### src/rtl/clk_ctrl_pkg.sv
// Shared state encoding and default widths for the CPU clock-step controller.
package clk_ctrl_pkg;

  localparam int unsigned DefDivW  = 16;
  localparam int unsigned DefStepW = 8;

  typedef enum logic [1:0] {
    StHalted   = 2'd0,
    StRunning  = 2'd1,
    StStepping = 2'd2
  } ctrlState_t;

endpackage

### src/rtl/tick_gen.sv
// Programmable divider: holds the divisor and raises tick for one cycle every div enabled cycles.
module tick_gen
  import clk_ctrl_pkg::*;
#(
  parameter int unsigned DIV_W = DefDivW
) (
  input  logic             iClk,
  input  logic             iRst,
  input  logic             enable,
  input  logic             clear,
  input  logic             load,
  input  logic [DIV_W-1:0] div,
  output logic             tick
);

  logic [DIV_W-1:0] divReg;
  logic [DIV_W-1:0] cnt;

  // divReg is never 0, so divReg-1 is always a valid terminal count
  assign tick = enable && !load && (cnt == (divReg - DIV_W'(1)));

  always_ff @(posedge iClk or posedge iRst) begin
    if (iRst) begin
      divReg <= DIV_W'(1);
      cnt    <= '0;
    end else if (load) begin
      divReg <= (div == '0) ? DIV_W'(1) : div;
      cnt    <= '0;
    end else if (clear || tick) begin
      cnt <= '0;
    end else if (enable) begin
      cnt <= cnt + DIV_W'(1);
    end
  end

endmodule

### src/rtl/clk_step_ctrl.sv
// CPU clock-enable controller: free-run, bounded step bursts and halt handling.
module clk_step_ctrl
  import clk_ctrl_pkg::*;
#(
  parameter int unsigned DIV_W  = DefDivW,
  parameter int unsigned STEP_W = DefStepW
) (
  input  logic              iClk,
  input  logic              iRst,
  input  logic              iRun,
  input  logic              iHalt,
  input  logic              iCpuHalt,
  input  logic              iStep,
  input  logic [STEP_W-1:0] iStepN,
  input  logic              iDivLoad,
  input  logic [DIV_W-1:0]  iDiv,
  output logic              oClkEn,
  output logic [1:0]        oState,
  output logic              oDone,
  output logic [31:0]       oCycles
);

  ctrlState_t        state;
  ctrlState_t        nextState;
  logic [STEP_W-1:0] stepCnt;
  logic [31:0]       cycles;
  logic              tick;
  logic              stop;
  logic              clkEnNext;
  logic              doneNext;
  logic              stepLoad;
  logic              stateChange;

  assign stop        = iHalt || iCpuHalt;
  assign stateChange = (nextState != state);

  tick_gen #(
    .DIV_W(DIV_W)
  ) uTickGen (
    .iClk   (iClk),
    .iRst   (iRst),
    .enable (state != StHalted),
    .clear  (stateChange),
    .load   (iDivLoad),
    .div    (iDiv),
    .tick   (tick)
  );

  always_ff @(posedge iClk or posedge iRst) begin
    if (iRst) state <= StHalted;
    else      state <= nextState;
  end

  always_comb begin
    nextState = state;
    clkEnNext = 1'b0;
    doneNext  = 1'b0;
    stepLoad  = 1'b0;
    case (state)
      StHalted: begin
        if (!stop) begin
          if (iStep) begin
            nextState = StStepping;
            stepLoad  = 1'b1;
          end else if (iRun) begin
            nextState = StRunning;
          end
        end
      end
      StRunning: begin
        if (stop) nextState = StHalted;
        else      clkEnNext = tick;
      end
      StStepping: begin
        if (stop) begin
          nextState = StHalted;
        end else if (tick) begin
          clkEnNext = 1'b1;
          // final pulse of the burst leaves STEPPING on the same edge
          if (stepCnt == STEP_W'(1)) begin
            doneNext  = 1'b1;
            nextState = StHalted;
          end
        end
      end
      default: nextState = StHalted;
    endcase
  end

  always_ff @(posedge iClk or posedge iRst) begin
    if (iRst) begin
      stepCnt <= '0;
      oClkEn  <= 1'b0;
      oDone   <= 1'b0;
      cycles  <= '0;
    end else begin
      oClkEn <= clkEnNext;
      oDone  <= doneNext;
      if (clkEnNext) cycles <= cycles + 32'd1;
      if (stepLoad) begin
        stepCnt <= (iStepN == '0) ? STEP_W'(1) : iStepN;
      end else if (clkEnNext && (state == StStepping)) begin
        stepCnt <= stepCnt - STEP_W'(1);
      end
    end
  end

  assign oState  = state;
  assign oCycles = cycles;

endmodule

### config.mk
export PLATFORM = sky130hd
export DESIGN_NAME = clk_step_ctrl
export DESIGN_NICKNAME = d
export VERILOG_FILES = /design/src/rtl/clk_ctrl_pkg.sv /design/src/rtl/tick_gen.sv /design/src/rtl/clk_step_ctrl.sv
export SDC_FILE = /design/constraint.sdc
export NUM_CORES = 1
export LEC_CHECK = 0
export BUFFER_PORTS_ARGS = -buffer_cell sky130_fd_sc_hd__buf_4
export CORE_MARGIN = 4
export CORE_UTILIZATION = 59
export CTS_BUF_LIST = sky130_fd_sc_hd__clkbuf_2 sky130_fd_sc_hd__clkbuf_4 sky130_fd_sc_hd__clkbuf_8
export CTS_CLUSTER_SIZE = 10
export DETAILED_ROUTE_END_ITERATION = 8
export GPL_TIMING_DRIVEN = 0
export PLACE_DENSITY = 0.81
export SLEW_MARGIN = 10
export SYNTH_ARGS = -nofsm -noshare
export SYNTH_HDL_FRONTEND = slang
export SYNTH_HIERARCHICAL = 1
export SYNTH_SLANG_ARGS = --single-unit
### constraint.sdc
create_clock -name iClk -period 4.4 [get_ports iClk]
set_clock_uncertainty 0.05 [all_clocks]
set_input_delay 0.66 -clock iClk [delete_from_list [all_inputs] [get_ports iClk]]
set_output_delay 0.66 -clock iClk [all_outputs]
set_load 0.05 [all_outputs]
==> impl_metrics.yaml, run 1 <==
floorplanning:
  die_w_um: 93.3
  initial_core_util_pct: 61.8
  core_area_mm2: 0.00694
  num_rows: 30
  dieHeight_um: 93.3
  num_io_pins: 67
  die-area_mm2: 0.00870
flow_run:
  cap_violations: 0
sta:
  setup_viol_count_final: 0
  period_needed_ns: 4.02
  fmaxAchievable_mhz: 249
  hold_slack_ns: 0.224
  worst_pin_slew_ns: 0.678
  final-hold-violation-count: 0
  drv_slew: 0
  post-route-period-util_pct: 91.4
  relSlewSlack_pct: 54.8
layout:
  final_cell_mix: "dfrtp_1 (75), buf_4 (69), xnor2_1 (49), nand2_1 (39), xor2_1 (22)"
  fin_nets: 531
  mostFrequentLayoutCell: "dfrtp_1"
  drive_gt1_share_pct: 26.4
  diodes: 0
  area_delta_synth_final_pct: 20.0
setup_path:
  rr_worst_depth: 15
  crit_fanout: 11
  r2r_slack_ns: 0.38
  rr_startpoint: "oState[0]"
  cp.required_ns: 4.57
  arrival_ns: 4.19
  crit_type: "flip-flop to flip-flop"
  rr_endpoint: "uTickGen/cnt[15]"
  worst_setup_path_start_kind: "flip-flop"
  worstSetupEndpointType: "flip-flop"
synthesis:
  syn-num-nets: 451
  synthArstFlopShare_pct: 100
  ys_ff_latch: 76
  synth_edf_count: 0
  synthDistinctLibCells: 53
  syn_area_mm2: 0.00429
  avgSynthCellArea_um2: 10.4
  ys.flop_type: "dfrtp_1"
  yosysSeqAreaShare_pct: 44.4
  ys_warn_count: 6
  synth_cells: 411
clocking:
  clk_path_buf_depth: 2
  insertion_delay_ns: 0.36
  clkTransAtPathRegs_ns: 0.09
  root_buffer: "clkbuf_8"
  numClockSinks: 76
  cts_tree: "done"
  htree_levels: 3
  hold_buffers: 0
  cts-buffers-inserted: 9
global_route:
  grt_pass1_vias: 3466
  antenna_found_initial: 0
  grt_pass1_wl_mm: 16.6
  overflow: 0
  grt_usage_pct: 23.9
  grt_max_degree: 33
power:
  ir_worst_vdd_v: 0.000311
  finalPower_uw: 1830
  p_leak_uw: 0.00228
  p_per_area_mw_per_mm2: 355
detailed_routing:
  wl_mm: 9.85
  dr.pass1.iters: 4
  routed_wire_length_per_instance_um: 16.6
  drc: 0
  ant_nets: 0
  drt_iter0_markers: 217
  vias: 3448
  avgViaCountPerCell: 5.82
outcome:
  outcome: "complete, no violations"
placement:
  hpwl_mm: 7.17
  gp_congestion: 0.921
  port_buffers: 65
hold_path:
  hold_class: "input port to async pin"
## critical path, cell delays in order, from the launching register on
cell	delay, ns
dfrtp_1	0.48
inv_1	0.15
ha_1	0.30
inv_1	0.09
clkbuf_1	0.27
nor4b_1	0.34
o2111ai_1	0.22
nor4_4	0.44
buf_6	0.23
nor4bb_1	0.22
nand2b_1	0.11
a21o_1	0.18
nand2_1	0.12
a21o_1	0.24
clkbuf_2	0.32
nor4_1	0.10
## Yosys cell counts, drive strengths merged, types with 8 or more instances
library cell	instances	area, um^2
dfrtp	75	1880
xnor2	49	429
nand2	39	146
nor4	25	267
xor2	22	193
nand3	21	118
nand4	18	119
nor2	17	68.8
mux2	15	169
o21ai	15	75.1
nor3	14	85.1
and3	12	75.1
clkbuf	11	41.3
inv	11	41.3
ha	9	113
a21oi	8	40.0
## area by class of cell
class	count	area [um^2]
inverters	11	41.3
multi-input cells	309	2260
plain buffers	15	83.8
repair buffers	69	531
fillers	526	1800
flip-flops and latches	76	1900
clock buffers	9	124
clock inverters	7	83.8
well taps	96	120
## cells by family (layout without fill, tap and decap cells)
logic type | count (synthesis) | after routing | share of synthesized area [%]
flops | 76 | 76 | 44.4
fa+ha+maj | 9 | 9 | 2.63
mux | 16 | 16 | 4.17
buf+inv | 26 | 111 | 2.89
compound gates | 42 | 42 | 6.42
simple gates | 171 | 171 | 25.0
xor+xnor | 71 | 71 | 14.5
## metrics by stage
| step | setup WS (ns) | util (%) | instance area (um^2) | cells | TNS, ns |
|---|---|---|---|---|---|
| 2_1_floorplan | 0.438 | - | 4290 | 411 | 0 |
| 3_5_place_dp | 0.0729 | 70.8 | 4920 | 573 | 0 |
| 5_1_grt | -0.00581 | 74.1 | 5150 | 592 | -0.00636 |
| 4_1_cts | 0.0332 | 73.8 | 5120 | 589 | 0 |
| 6_report | 0.380 | 74.1 | 5150 | 592 | 0 |
| 3_3_place_gp | 0.129 | 70.5 | 4900 | 572 | 0 |
## routing by layer
layer | routed length [um] | global-route usage [%] | up-vias
met4 | 161 | 8.06 | 0
met5 | 0 | 0 | -
li1 | - | - | 1642
met3 | 426 | 3.94 | 19
met2 | 5020 | 39.8 | 87
met1 | 4240 | 31.7 | 1700
## sequential cells by signal, indices dropped and copies added (netlist names)
register         cells
oCycles             32
uTickGen/cnt        16
uTickGen/divReg     16
stepCnt              8
oState               2
oClkEn               1
oDone                1
## worst max path at each step
stage               startpoint          endpoint  slack, ns
floorplan            oState[0]  uTickGen/cnt[15]       0.44
global placement     oState[0]  uTickGen/cnt[15]       0.13
detailed placement   oState[0]   uTickGen/cnt[8]       0.07
CTS                  oState[0]  uTickGen/cnt[15]       0.03
global route         oState[0]  uTickGen/cnt[15]     -0.006
finish               oState[0]  uTickGen/cnt[15]       0.38
## power breakdown
| part | total (uW) | internal (uW) | switching [uW] |
|---|---|---|---|
| logic | 415 | 174 | 241 |
| clock network | 567 | 272 | 295 |
| registers | 845 | 761 | 84.7 |
## repair_timing
item                                    4_1_cts  5_1_grt
buffers inserted                              0        3
resized for setup                             0        2
endpoints found under the setup margin        0       23
Note: power is estimated with default switching activity, not from simulation.
==> run 2, diff against run 1 <==
CORE_UTILIZATION = 43   (was 59)
PLACE_DENSITY = 0.61   (was 0.81)
==> run 2 against run 1 <==
Cell area grew 1.1%. Clock power increased by 7.9%. Sequential share of layout area down 0.40 points. Non-clock buffer count down 2. Largest power group unchanged. Utilization down 21 points. Hold slack gained 0.047 ns. Total power grew 1.8%. Setup slack improved by 0.12 ns. Sequential power down 0.6%. Flip-flop and latch count did not move. Maximum frequency up 3.0%.
==> impl_metrics.yaml, run 2 (synthesized netlist as in run 1, its figures left out) <==
floorplanning:
  die-area_mm2: 0.0116
  initial_core_util_pct: 44.1
  num_rows: 36
  num_io_pins: 67
  core_area_mm2: 0.00973
  die_w_um: 108
  dieHeight_um: 108
flow_run:
  cap_violations: 0
detailed_routing:
  vias: 3318
  wl_mm: 9.72
  drc: 0
  routed_wire_length_per_instance_um: 15.5
  drt_iter0_markers: 141
  avgViaCountPerCell: 5.29
  ant_nets: 0
  dr.pass1.iters: 4
layout:
  diodes: 0
  largest_reg_flops: 32
  mostFrequentLayoutCell: "dfrtp_1"
  drive_gt1_share_pct: 26.3
  final_cell_mix: "dfrtp_1 (75), buf_4 (68), xnor2_1 (49), nand2_1 (39), xor2_1 (22)"
  area_delta_synth_final_pct: 21.4
  fin_nets: 529
  fill_cells: 910
  final_area_mm2: 0.00520
global_route:
  antenna_found_initial: 0
  grt_max_degree: 33
  overflow: 0
  grt_pass1_vias: 3407
  grt_pass1_wl_mm: 16.2
  grt_usage_pct: 17.4
clocking:
  insertion_delay_ns: 0.35
  root_buffer: "clkbuf_8"
  numClockSinks: 76
  clk_path_buf_depth: 2
  htree_levels: 3
  clkTransAtPathRegs_ns: 0.08
  cts_tree: "done"
  cts-buffers-inserted: 9
setup_path:
  cp_cell_sequence: "inv_1 > ha_1 > inv_1 > clkbuf_1 > nor4b_1 > o2111ai_1 > nor4_4 > buf_4 > buf_6 > nor4bb_1 > nand2b_1 > a21o_1 > nand2_1 > a21o_2 > nor2_1 > nand2_1 > nor2_2"
  critPathSlowestCell: "dfrtp_1"
  arrival_ns: 4.09
  cp.required_ns: 4.58
  slowest_delay_ns: 0.48
  crit_type: "flip-flop to flip-flop"
  crit_fanout: 15
  worst_setup_path_start_kind: "flip-flop"
  r2r_slack_ns: 0.50
  worstSetupEndpointType: "flip-flop"
placement:
  place_area_mm2: 0.00496
  hpwl_mm: 7.15
  gp_congestion: 0.865
  port_buffers: 65
hold_path:
  hold_class: "input port to async pin"
sta:
  drv_slew: 0
  worst_pin_slew_ns: 0.724
  final-hold-violation-count: 0
  rsz0062_at_grt: "no"
  fmaxAchievable_mhz: 256
  relSlewSlack_pct: 51.7
  post-route-period-util_pct: 88.7
  period_needed_ns: 3.90
  setup_viol_count_final: 0
power:
  ir_worst_vdd_v: 0.000213
  finalPower_uw: 1860
  p_leak_uw: 0.00227
  p_per_area_mw_per_mm2: 357
outcome:
  outcome: "complete, no violations"
-- run 2: cell types whose count changed in the layout (fill, tap and decap cells not counted), sizes merged --
cell | before | now
bufinv | 1 | 2
clkbuf | 20 | 21
clkinvlp | 1 | 2
clkinv | 2 | 0
inv | 14 | 12
buf | 73 | 72
-- run 2: final cells by class --
class	count	area [um^2]	area share [%]
multi-input cells	309	2260	43.5
flip-flops and latches	76	1900	36.6
repair buffers	68	523	10.0
well taps	133	166	3.20
clock buffers	11	145	2.79
clock inverters	5	83.8	1.61
plain buffers	14	78.8	1.51
inverters	11	41.3	0.793
-- run 2: worst max-delay path: cells and delay by family, from the launching register on --
family / cells / cell delay (ns)
flip-flops: 1 / 0.48
adder cells (fa/ha/maj): 1 / 0.29
buffers and inverters: 5 / 0.87
AND/OR/NAND/NOR: 8 / 1.30
AO/OA/AOI/OAI: 3 / 0.78
-- run 2: repair_timing --
item / CTS / global route
hold buffers: 0 / 0
pin swaps: 0 / 1
buffers inserted: 0 / 2
gates cloned: 0 / 0
resized for setup: 0 / 1
endpoints found under the setup margin: 10 / 27
-- run 2: per-stage QoR --
step                instances  setup slack, ns  setup TNS, ns  hold WS (ns)  utilization (%)
global route              627            0.112              0         0.282             53.5
CTS                       625           0.0891              0         0.259             53.3
finish                    627            0.496              0         0.271             53.5
detailed placement        610           0.0180              0         0.433             51.0
floorplan                 411            0.438              0         0.452                -
global placement          609          -0.0215        -0.0941         0.417             50.8
-- run 2: path summary, 6_finish.rpt --
path	start	to	depth (start not counted)
min in group iClk	oCycles[18]	oCycles[18]	1
setup / recovery	oState[0]	uTickGen/cnt[10]	17
hold reg to reg	oCycles[18]	oCycles[18]	1
hold / removal	iRst	oCycles[20]	2
setup reg to reg	oState[0]	uTickGen/cnt[10]	17
max in group asynchronous	iRst	uTickGen/cnt[15]	2
-- run 2: routing by layer --
metal  GRT usage (%)  vias to the layer above  share of wire, %
met5               0                        -                 0
met4            7.03                        0               1.5
met3            2.76                       12               2.5
met2            28.7                       59                49
met1            22.8                     1608                46
li1                -                     1639                 -
-- run 2: report_power, final --
group / switching [uW] / internal [uW]
registers: 79.3 / 761
logic: 237 / 172
clock network: 268 / 344
==> run 3, diff against run 2 <==
CORE_ASPECT_RATIO = 1.4   (was default)
==> run 3 against run 2 <==
Die area increased by 0.19%. Routed wire length increased by 2.0%. Non-clock buffer count increased by 2. Maximum frequency decreased by 3.1%. Flip-flop and latch count unchanged. Setup slack got worse by 0.13 ns. Register-to-register slack got worse by 0.13 ns. Clock power decreased by 9.2%. Hold slack got worse by 0.015 ns. Count of clock-buffer cells in the layout unchanged. Cell area decreased by 0.26%. Largest cell class unchanged.
==> impl_metrics.yaml, run 3 (synthesized netlist as in run 1, its figures left out) <==
layout:
  area_delta_synth_final_pct: 21.0
  mostFrequentLayoutCell: "dfrtp_1"
  final_cell_mix: "dfrtp_1 (75), buf_4 (69), xnor2_1 (49), nand2_1 (39), xor2_1 (22)"
  fin_nets: 531
  multi_input_area_mm2: 0.00226
  largest_reg_flops: 32
  regArea_mm2: 0.00190
  diodes: 0
  drive_gt1_share_pct: 26.4
  fill_cells: 894
  post-route-util_pct: 54.0
  final_area_mm2: 0.00519
sta:
  final-hold-violation-count: 0
  rsz0062_at_grt: "no"
  setup_viol_count_final: 0
  post-route-period-util_pct: 91.6
  drv_slew: 0
  relSlewSlack_pct: 54.2
  fmaxAchievable_mhz: 248
  period_needed_ns: 4.03
  worst_pin_slew_ns: 0.686
outcome:
  outcome: "complete, no violations"
setup_path:
  critPathTopFamily: "buffers and inverters"
  crit_fanout: 11
  crit_buf_inv: 6
  rr_startpoint: "oState[0]"
  arrival_ns: 4.19
  crit_start: "oState[0]"
  rr_endpoint: "uTickGen/cnt[7]"
  crit_type: "flip-flop to flip-flop"
  worst_setup_path_start_kind: "flip-flop"
  cp_cell_sequence: "inv_1 > ha_1 > inv_1 > clkbuf_1 > nor4b_1 > o2111ai_1 > nor4_4 > buf_4 > buf_6 > nor4bb_1 > nand2b_1 > a21o_1 > nand2_1 > a21o_1 > clkbuf_2 > nor4_1"
  rr_worst_depth: 16
  r2r_slack_ns: 0.37
  critPathSlowestCell: "dfrtp_1"
  worstSetupEndpointType: "flip-flop"
  path_depth: 16
  cp-endpoint: "uTickGen/cnt[7]"
  cp.required_ns: 4.56
  slowest_delay_ns: 0.47
detailed_routing:
  dr.pass1.iters: 4
  avgViaCountPerCell: 5.42
  vias: 3402
  ant_nets: 0
  wl_mm: 9.91
  drt_iter0_markers: 126
  routed_wire_length_per_instance_um: 15.8
  drc: 0
floorplanning:
  die-area_mm2: 0.0117
  num_io_pins: 67
  initial_core_util_pct: 44.6
  num_rows: 42
  dieHeight_um: 126
  die_w_um: 92.4
  core_area_mm2: 0.00962
placement:
  place_area_mm2: 0.00496
  port_buffers: 65
  hpwl_mm: 7.50
  gp_congestion: 0.820
clocking:
  numClockSinks: 76
  htree_levels: 3
  cts-buffers-inserted: 9
  clkTransAtPathRegs_ns: 0.08
  cts_tree: "done"
  insertion_delay_ns: 0.35
  clk_path_buf_depth: 2
  root_buffer: "clkbuf_8"
power:
  p_switching_uw: 587
  ir_worst_vdd_v: 0.000213
  clkPwrFrac_pct: 30.8
  p_per_area_mw_per_mm2: 348
  p_leak_uw: 0.00228
  power_frac_comb_pct: 22.8
  seqPwrFrac_pct: 46.4
  intPower_uw: 1220
  switching_share_pct: 32.5
global_route:
  grt_pass1_vias: 3439
  grt_max_degree: 33
  grt_usage_pct: 17.7
  antenna_found_initial: 0
  overflow: 0
  grt_pass1_wl_mm: 16.5
flow_run:
  cap_violations: 0
hold_path:
  hold_class: "input port to async pin"
[run 3: cell count changes in the layout (fill, tap and decap cells not counted), sizes merged]
cell      previous run  this run
clkinv               0         2
buf                 72        73
bufinv               2         1
clkbuf              21        22
clkinvlp             2         1
[run 3: final cells by class]
class / count / share of cell area [%]
Inverter: 11 / 0.795
Clock buffer: 11 / 2.80
Tap cell: 132 / 3.18
Sequential cell: 76 / 36.7
Multi-Input combinational cell: 309 / 43.6
Clock inverter: 5 / 1.16
Timing Repair Buffer: 69 / 10.2
Buffer: 15 / 1.61
[run 3: worst min path at each step]
stage | startpoint | endpoint | slack, ns | cells after the start
3_5_place_dp | oCycles[31] | oCycles[31] | 0.42 | 1
6_report | iRst | stepCnt[5] | 0.26 | 2
3_3_place_gp | oCycles[31] | oCycles[31] | 0.42 | 1
5_1_grt | iRst | oCycles[3] | 0.27 | 2
4_1_cts | iRst | oCycles[0] | 0.26 | 2
2_1_floorplan | uTickGen/divReg[15] | uTickGen/divReg[15] | 0.45 | 1
[run 3: what timing repair did]
item	4_1_cts	5_1_grt
gates cloned	0	0
pin swaps	0	1
setup endpoints to repair	10	18
hold buffers	0	0
setup buffers	0	3
gates resized for setup	1	0
[run 3: power by group through the flow]
stage                     registers [uW]  clock network, uW  logic, uW
after CTS                            839                572        416
after global placement               850                  0        400
after detailed placement             853                  0        412
final                                839                556        412
after global routing                 850                604        458
after floorplan                      856                  0        282
[run 3: metrics by stage]
stage          instances  hold WS [ns]  setup WS [ns]  TNS [ns]  total power (uW)
3_5_place_dp         609         0.417         -0.127     -1.06              1260
5_1_grt              628         0.269         0.0113         0              1910
4_1_cts              625         0.257         0.0926         0              1830
2_1_floorplan        411         0.452          0.438         0              1140
6_report             628         0.256          0.369         0              1810
3_3_place_gp         608         0.416        -0.0809    -0.686              1250
[run 3: metal layers]
metal | up-vias | part of all wire [%] | track usage, %
li1 | 1643 | - | -
met1 | 1655 | 40 | 21.0
met3 | 24 | 5.1 | 4.95
met5 | - | 0 | 0
met4 | 0 | 2.5 | 7.09
met2 | 80 | 53 | 30.2
